==> src/rtl/audio_source_sched_pkg.sv <==
// Shared audio types and default sizing for the CODEC/ROM sample path.
package audio_pkg;

  typedef enum logic [1:0] {
    STOP  = 2'd0,
    PRIME = 2'd1,
    ARMED = 2'd2
  } sched_state_t;

  localparam int AUD_DATA_W    = 24;
  localparam int SND_ADDR_W    = 16;
  localparam int SND_LAST_ADDR = 47999;
  localparam int SND_ROM_LAT   = 2;

endpackage

==> src/rtl/audio_source_sched_prefetch.sv <==
// ROM address counter, read-latency down-counter and one-sample prefetch register.
module audio_rom_prefetch
  import audio_pkg::*;
#(
  parameter int DATA_W    = AUD_DATA_W,
  parameter int ADDR_W    = SND_ADDR_W,
  parameter int LAST_ADDR = SND_LAST_ADDR,
  parameter int ROM_LAT   = SND_ROM_LAT
) (
  input  logic              clk,
  input  logic              reset,
  input  logic              start,
  input  logic              advance,
  input  logic              wrap,
  input  logic              clear,
  input  logic [DATA_W-1:0] rom_q,
  output logic [ADDR_W-1:0] rom_addr,
  output logic [DATA_W-1:0] sample,
  output logic              sample_valid,
  output logic              at_last
);

  localparam int CNT_W = $clog2(ROM_LAT + 1);

  logic [CNT_W-1:0] lat_cnt;

  // rom_q is sampleable on the edge where the counter steps from 1 to 0
  assign sample_valid = (lat_cnt == CNT_W'(1));
  assign at_last      = (rom_addr == ADDR_W'(LAST_ADDR));

  always_ff @(posedge clk) begin
    if (reset || clear) begin
      rom_addr <= '0;
      lat_cnt  <= '0;
      sample   <= '0;
    end else if (start) begin
      rom_addr <= '0;
      lat_cnt  <= CNT_W'(ROM_LAT);
    end else if (advance) begin
      rom_addr <= wrap ? '0 : rom_addr + ADDR_W'(1);
      lat_cnt  <= CNT_W'(ROM_LAT);
    end else if (lat_cnt != '0) begin
      lat_cnt <= lat_cnt - CNT_W'(1);
      if (sample_valid) sample <= rom_q;
    end
  end

endmodule

==> src/rtl/audio_source_sched.sv <==
// Chooses mic passthrough or ROM playback for the CODEC and sequences ROM reads.
module audio_source_sched
  import audio_pkg::*;
#(
  parameter int DATA_W    = AUD_DATA_W,
  parameter int ADDR_W    = SND_ADDR_W,
  parameter int LAST_ADDR = SND_LAST_ADDR,
  parameter int ROM_LAT   = SND_ROM_LAT
) (
  input  logic              CLOCK_50,
  input  logic              reset,
  input  logic              src_sel,
  input  logic              loop_en,
  input  logic              play,
  input  logic              read_ready,
  input  logic              write_ready,
  input  logic [DATA_W-1:0] readdata_left,
  input  logic [DATA_W-1:0] readdata_right,
  input  logic [DATA_W-1:0] rom_q,
  output logic [ADDR_W-1:0] rom_addr,
  output logic              read,
  output logic              write,
  output logic [DATA_W-1:0] writedata_left,
  output logic [DATA_W-1:0] writedata_right,
  output logic              busy,
  output logic              done
);

  sched_state_t      state, state_nxt;
  logic              hs, start, advance, wrap, clear, terminal;
  logic              sample_valid, at_last;
  logic [DATA_W-1:0] sample;

  assign hs    = read_ready & write_ready;
  assign read  = hs;
  assign write = hs;

  audio_rom_prefetch #(
    .DATA_W   (DATA_W),
    .ADDR_W   (ADDR_W),
    .LAST_ADDR(LAST_ADDR),
    .ROM_LAT  (ROM_LAT)
  ) u_prefetch (
    .clk         (CLOCK_50),
    .reset       (reset),
    .start       (start),
    .advance     (advance),
    .wrap        (wrap),
    .clear       (clear),
    .rom_q       (rom_q),
    .rom_addr    (rom_addr),
    .sample      (sample),
    .sample_valid(sample_valid),
    .at_last     (at_last)
  );

  always_ff @(posedge CLOCK_50) begin
    if (reset) state <= STOP;
    else       state <= state_nxt;
  end

  always_comb begin
    state_nxt = state;
    if (!src_sel) begin
      state_nxt = STOP;
    end else begin
      case (state)
        STOP:    if (play) state_nxt = PRIME;
        PRIME:   if (play) state_nxt = PRIME;
                 else if (sample_valid) state_nxt = ARMED;
        ARMED:   if (play) state_nxt = PRIME;
                 else if (hs) state_nxt = (at_last && !loop_en) ? STOP : PRIME;
        default: state_nxt = STOP;
      endcase
    end
  end

  always_comb begin
    // play outranks an hs advance; leaving mic mode never counts as a finish
    terminal = src_sel && (state == ARMED) && !play && hs && at_last && !loop_en;
    start    = src_sel && play;
    advance  = src_sel && (state == ARMED) && !play && hs && !terminal;
    wrap     = at_last && loop_en;
    clear    = !src_sel || terminal;
    busy     = (state != STOP);
    if (!src_sel) begin
      writedata_left  = readdata_left;
      writedata_right = readdata_right;
    end else if (state == STOP) begin
      writedata_left  = '0;
      writedata_right = '0;
    end else begin
      writedata_left  = sample;
      writedata_right = sample;
    end
  end

  always_ff @(posedge CLOCK_50) begin
    if (reset) done <= 1'b0;
    else       done <= terminal;
  end

endmodule
==> config.mk <==
export PLATFORM = sky130hd
export DESIGN_NAME = audio_source_sched
export DESIGN_NICKNAME = d
export VERILOG_FILES = /design/src/rtl/audio_source_sched_pkg.sv /design/src/rtl/audio_source_sched_prefetch.sv /design/src/rtl/audio_source_sched.sv
export SDC_FILE = /design/constraint.sdc
export NUM_CORES = 1
export LEC_CHECK = 0
export BUFFER_PORTS_ARGS = -buffer_cell sky130_fd_sc_hd__buf_2
export CORE_MARGIN = 5
export CORE_UTILIZATION = 43
export CTS_CLUSTER_DIAMETER = 40
export DETAILED_ROUTE_END_ITERATION = 8
export PLACE_DENSITY = 0.8
export SLEW_MARGIN = 20
export SYNTH_ARGS = -nofsm -noshare
export SYNTH_HDL_FRONTEND = slang
export SYNTH_HIERARCHICAL = 1
export SYNTH_SLANG_ARGS = --single-unit
==> constraint.sdc <==
create_clock -name CLOCK_50 -period 2.7 [get_ports CLOCK_50]
set_input_delay 0.81 -clock CLOCK_50 [delete_from_list [all_inputs] [get_ports CLOCK_50]]
set_output_delay 0.81 -clock CLOCK_50 [all_outputs]
set_load 0.02 [all_outputs]
After elaboration in Yosys (flattened, before gate mapping). Cells that the tools add are included.

Register bits: 45.

$add $sub $neg: 2. Eq/ne operators: 7. Mux-type cells: 14. Bitwise logic cells: 4. Reduce and logical (&&, ||, !) cells: 24.

Operators by type and width (count): $mux 24 (3); $add 16x1->16 const B (1); $eq 16x16->1 const B (1); $mux 16 (1); $mux 2 (8); $logic_and 1x1->1 (9); $ne 3x3->1 const B (2); $pmux 2 s3 (1); $eq 2x1->1 const B (2); $logic_not 1->1 (4); $reduce_and 4->1 (1); $reduce_bool 2->1 (2); $reduce_or 2->1 (2); $not 1->1 (3); $reduce_and 3->1 (1); $reduce_bool 3->1 (1); $reduce_or 3->1 (1); $eq 2x2->1 const B (1); $logic_not 2->1 (1); $logic_or 1x1->1 (2); $ne 2x2->1 const B (1); $sub 2x1->2 const B (1); $and 1x1->1 (1); $mux 1 (1).

Logic depth before layout (Yosys ltp).
Depth after elaboration: 10. Gate-level depth with buffers: 12. Depth with buffers taken out: 10.

Modules after synthesis. The synthesis kept the hierarchy.

Modules (own cells, without submodules): audio_rom_prefetch (instances 1, cells each 201, area an instance 1657.8 um^2); audio_source_sched (instances 1, cells each 151, area an instance 758.2 um^2).

Worst setup path after synthesis. OpenSTA, ideal clock, no wires.

Kind: reg2reg. Start point: register u_prefetch.rom_addr[0]. End point: register u_prefetch.sample[10]. Data arrival time: 2599 ps. Required time: 2630 ps. Slack: 31 ps. Cell stages (with the launch flop): 13. Buffers on the path: 3. Clock period less this slack: 2669 ps. Cell sequence: dfxtp_1 > ha_1 > nand2_1 > nor4_1 > nor2b_1 > and4b_1 > clkbuf_1 > nor2_1 > and2_1 > clkbuf_1 > clkbuf_1 > nand2_1 > a21oi_1.

Word-level cells in the longest chain between the ends: 7.

Ends and longest elaborated chain: from (decl) (RTL line audio_source_sched_prefetch.sv:17) `output logic [ADDR_W-1:0] rom_addr,`; from (signal assigned) (RTL line audio_source_sched_prefetch.sv:40) `rom_addr <= wrap ? '0 : rom_addr + ADDR_W'(1);`; $eq 16x16->1 (RTL line audio_source_sched_prefetch.sv:29) `assign at_last = (rom_addr == ADDR_W'(LAST_ADDR));`; net at_last (RTL line audio_source_sched.sv:31) `logic sample_valid, at_last;`; $logic_and 1x1->1 (2 in series) (RTL line audio_source_sched.sv:80) `terminal = src_sel && (state == ARMED) && !play && hs && at_last && !loop_en;`; $logic_not 1->1 (RTL line audio_source_sched.sv:82) `advance = src_sel && (state == ARMED) && !play && hs && !terminal;`; $logic_and 1x1->1 (RTL line audio_source_sched.sv:82); net advance (RTL line audio_source_sched.sv:30) `logic hs, start, advance, wrap, clear, terminal;`; $not 1->1 (no source line); $reduce_and 4->1 (no source line); to (signal assigned) (RTL line audio_source_sched_prefetch.sv:44) `if (sample_valid) sample <= rom_q;`; to (decl) (RTL line audio_source_sched_prefetch.sv:18) `output logic [DATA_W-1:0] sample,`.

The timed path passes the listed nets, and every way through them passes these cells. A chain may end at the register's enable or synchronous reset.

Worst setup path after layout.
Start point: input src_sel. End point: output writedata_right[6].

Word-level cells in the longest chain between the ends: 1.

Ends and longest elaborated chain: from (decl) (RTL line audio_source_sched.sv:12) `input logic src_sel,`; $mux 24 (RTL line audio_source_sched.sv:86) `if (!src_sel) begin`; to (decl) (RTL line audio_source_sched.sv:24) `output logic [DATA_W-1:0] writedata_right,`.

Every way passes these cells.

==> flow_metrics.tcl <==
set metrics [dict create \
    ys.warnings.count 6 \
    start_util_pct 44.1 \
    async_flop_share_pct 0 \
    ys_types 41 \
    synth_cells 352 \
    maxCapViolCount 0 \
    total_power_mw 1.29 \
    endpoint_kind "primary output" \
    root_buffer "clkbuf_8" \
    fin_nets 578 \
    drv_slew 0 \
    clk_latency_ns 0.30 \
    synthToLayoutAreaGrowth_pct 38.1 \
    gr-usage-all-layers_pct 19.6 \
    antennaDiodeCount 0 \
    core-area_um2 5470 \
    first_global_vias 2550 \
    fin_util_pct 61.0 \
    cts_buffer_depth 2 \
    final_antenna_net_count 0 \
    cts_tree "built" \
    worstSetupStartpointType "input port" \
    skew_ns 0.00585 \
    synth_nets 432 \
    cp_slowest_cell "o21a_4" \
    status "finished clean" \
    wirelength_mm 7.42 \
    rows 27 \
    worst_pin_slew_ns 0.528 \
    final-setup-viol-count 0 \
    drive_above_1_share_pct 35.1 \
    drt_first_iter_violations 130 \
    cpMostUsedCell "buf_2" \
    dr.pass1.iters 4 \
    hold_depth 1 \
    hold_class "flop to flop" \
    antenna_found_initial 0 \
    synth_edf_count 0 \
    ir_drop_mv 0.299 \
    path_max_fanout 24 \
    clkTransAtPathRegs_ns 0.08 \
    power_leakage_nw 1.66 \
    cp.arrival_ns 1.73 \
    vias_per_cell 4.88 \
    ys.flop_type "dfxtp_1" \
    setup_tns_ns 0 \
    cts_sinks 45 \
    max_slew_margin_pct 64.5 \
    critical_path.cell_chain "buf_2, o21a_4, nand2_1, o21ai_0, buf_2" \
    cts_buffers 5 \
    syn-cell-area_um2 2420 \
    grt_max_degree 49 \
    period_share_pct 94.2 \
    vias 2787 \
    clock.fmax_mhz 393 \
    rsz0062_at_grt "no" \
    syn_avg_cell_area_um2 6.86 \
    die_area_um2 7220 \
    place.gp.congestion 0.918 \
    grt_pass1_wl_mm 11.6 \
    portBuffers 146 \
    ys_ff_latch 45 \
    hold_viol 0 \
    die_w_um 85.0 \
    io_pins 147 \
    reg2reg_slack_ns 0.28 \
    drc_errors 0 \
    hpwl_mm 5.87 \
    ys_seq_area_share_pct 37.3 \
    routedWlPerCell_um 13.0 \
    slowest_delay_ns 0.30 \
    die_h_um 85.0 \
    period_minus_slack_ns 2.54 \
    critPathRequiredTime_ns 1.89 \
    htreeDepth 2 \
    grt-ovfl-total 0 \
    powerDensity_nw_per_um2 385 \
    reg2regPathDepth 11 \
    postCtsSetupRepairBufs 0 \
    path_class "input port to primary output" \
]
cells by family (layout without fill, tap and decap cells):
family | after synthesis | count (layout) | synth area share, %
AND/OR/NAND/NOR | 135 | 135 | 26.5
AO/OA/AOI/OAI | 89 | 89 | 19.7
buffers and inverters | 71 | 218 | 11.9
flip-flops | 45 | 45 | 37.3
XOR/XNOR | 9 | 9 | 3.26
multiplexers | 2 | 2 | 0.829
adder cells (fa/ha/maj) | 1 | 1 | 0.518
final cells by class:
| cell class | count | area (um^2) |
|---|---|---|
| fill | 546 | 2140 |
| clock buffer | 6 | 72.6 |
| inverter | 53 | 199 |
| timing repair buffer | 157 | 826 |
| multi-input combinational | 236 | 1240 |
| tap | 72 | 90.1 |
| sequential | 45 | 903 |
| clock inverter | 2 | 10.0 |
cell usage after synthesis, types with 3 or more instances:
master	instances	area, um^2
a21oi_1	32	160
and2_1	4	25.0
clkbuf_1	13	48.8
dfxtp_1	45	901
inv_1	53	199
nand2_1	81	304
nand3_1	3	15.0
nand4_1	6	37.5
nor2_1	14	52.6
nor2b_1	3	18.8
nor3_1	3	15.0
nor4_1	4	25.0
o21ai_0	49	245
or3_1	3	18.8
xnor2_1	5	43.8
xor2_1	4	35.0
per-layer routing:
| metal | GRT usage (%) | up-vias | wire, um |
|---|---|---|---|
| met2 | 34.2 | 100 | 3560 |
| met1 | 22.4 | 1254 | 3080 |
| met4 | 6.62 | 0 | 97 |
| met5 | 0 | - | 0 |
| met3 | 6.31 | 7 | 677 |
| li1 | - | 1426 | - |
flip-flops by register name, summed over array words and instances (netlist names):
| register | flops |
|---|---|
| done | 1 |
| state | 2 |
| u_prefetch/rom_addr | 16 |
| u_prefetch/lat_cnt | 2 |
| u_prefetch/sample | 24 |
cells in the final DEF (no fill, tap or decap), types with 3 or more instances in the layout:
master,instances
or3_1,3
a21oi_1,32
nor3_1,3
nand2_1,81
buf_2,146
clkbuf_8,5
and2_1,4
xnor2_1,5
o21ai_0,49
buf_4,10
nor4_1,3
xor2_1,4
nor2_1,14
nand3_1,3
nand4_1,6
inv_1,53
dfxtp_1,43
worst paths after layout:
kind	startpoint	end
max	src_sel	writedata_right[6]
min	u_prefetch/lat_cnt[0]$_SDFFE_PP0P_	u_prefetch/lat_cnt[0]$_SDFFE_PP0P_
max reg2reg	u_prefetch/rom_addr[1]$_SDFFE_PP0P_	u_prefetch/sample[0]$_SDFFE_PP0P_
min reg2reg	u_prefetch/lat_cnt[0]$_SDFFE_PP0P_	u_prefetch/lat_cnt[0]$_SDFFE_PP0P_
power by group:
part           switching, mW  total (mW)  internal [mW]
Clock                  0.219       0.399          0.179
Combinational          0.129       0.220         0.0904
Sequential           0.00209       0.667          0.665
critical path, delay by kind of cell:
family	cells	cell delay [ns]
AO/OA/AOI/OAI	2	0.42
buffers and inverters	2	0.37
AND/OR/NAND/NOR	1	0.12
timing repair:
| action | CTS | global route |
|---|---|---|
| resized for setup | 0 | 4 |
| endpoints found under the setup margin | 0 | 24 |
| hold buffers | 0 | 0 |
| endpoints found under the hold margin | 0 | 0 |
through the flow:
step / setup WS, ns / hold WS [ns] / cells / cell area [um^2]
after global routing: 0.0158 / 0.470 / 571 / 3340
after CTS: 0.108 / 0.449 / 571 / 3330
after detailed placement: 0.127 / 0.436 / 563 / 3240
after global placement: 0.162 / 0.428 / 563 / 3240
final: 0.158 / 0.450 / 571 / 3340
after floorplan: 0.0308 / 0.414 / 352 / 2420
Note: power is estimated with default switching activity, not from simulation.
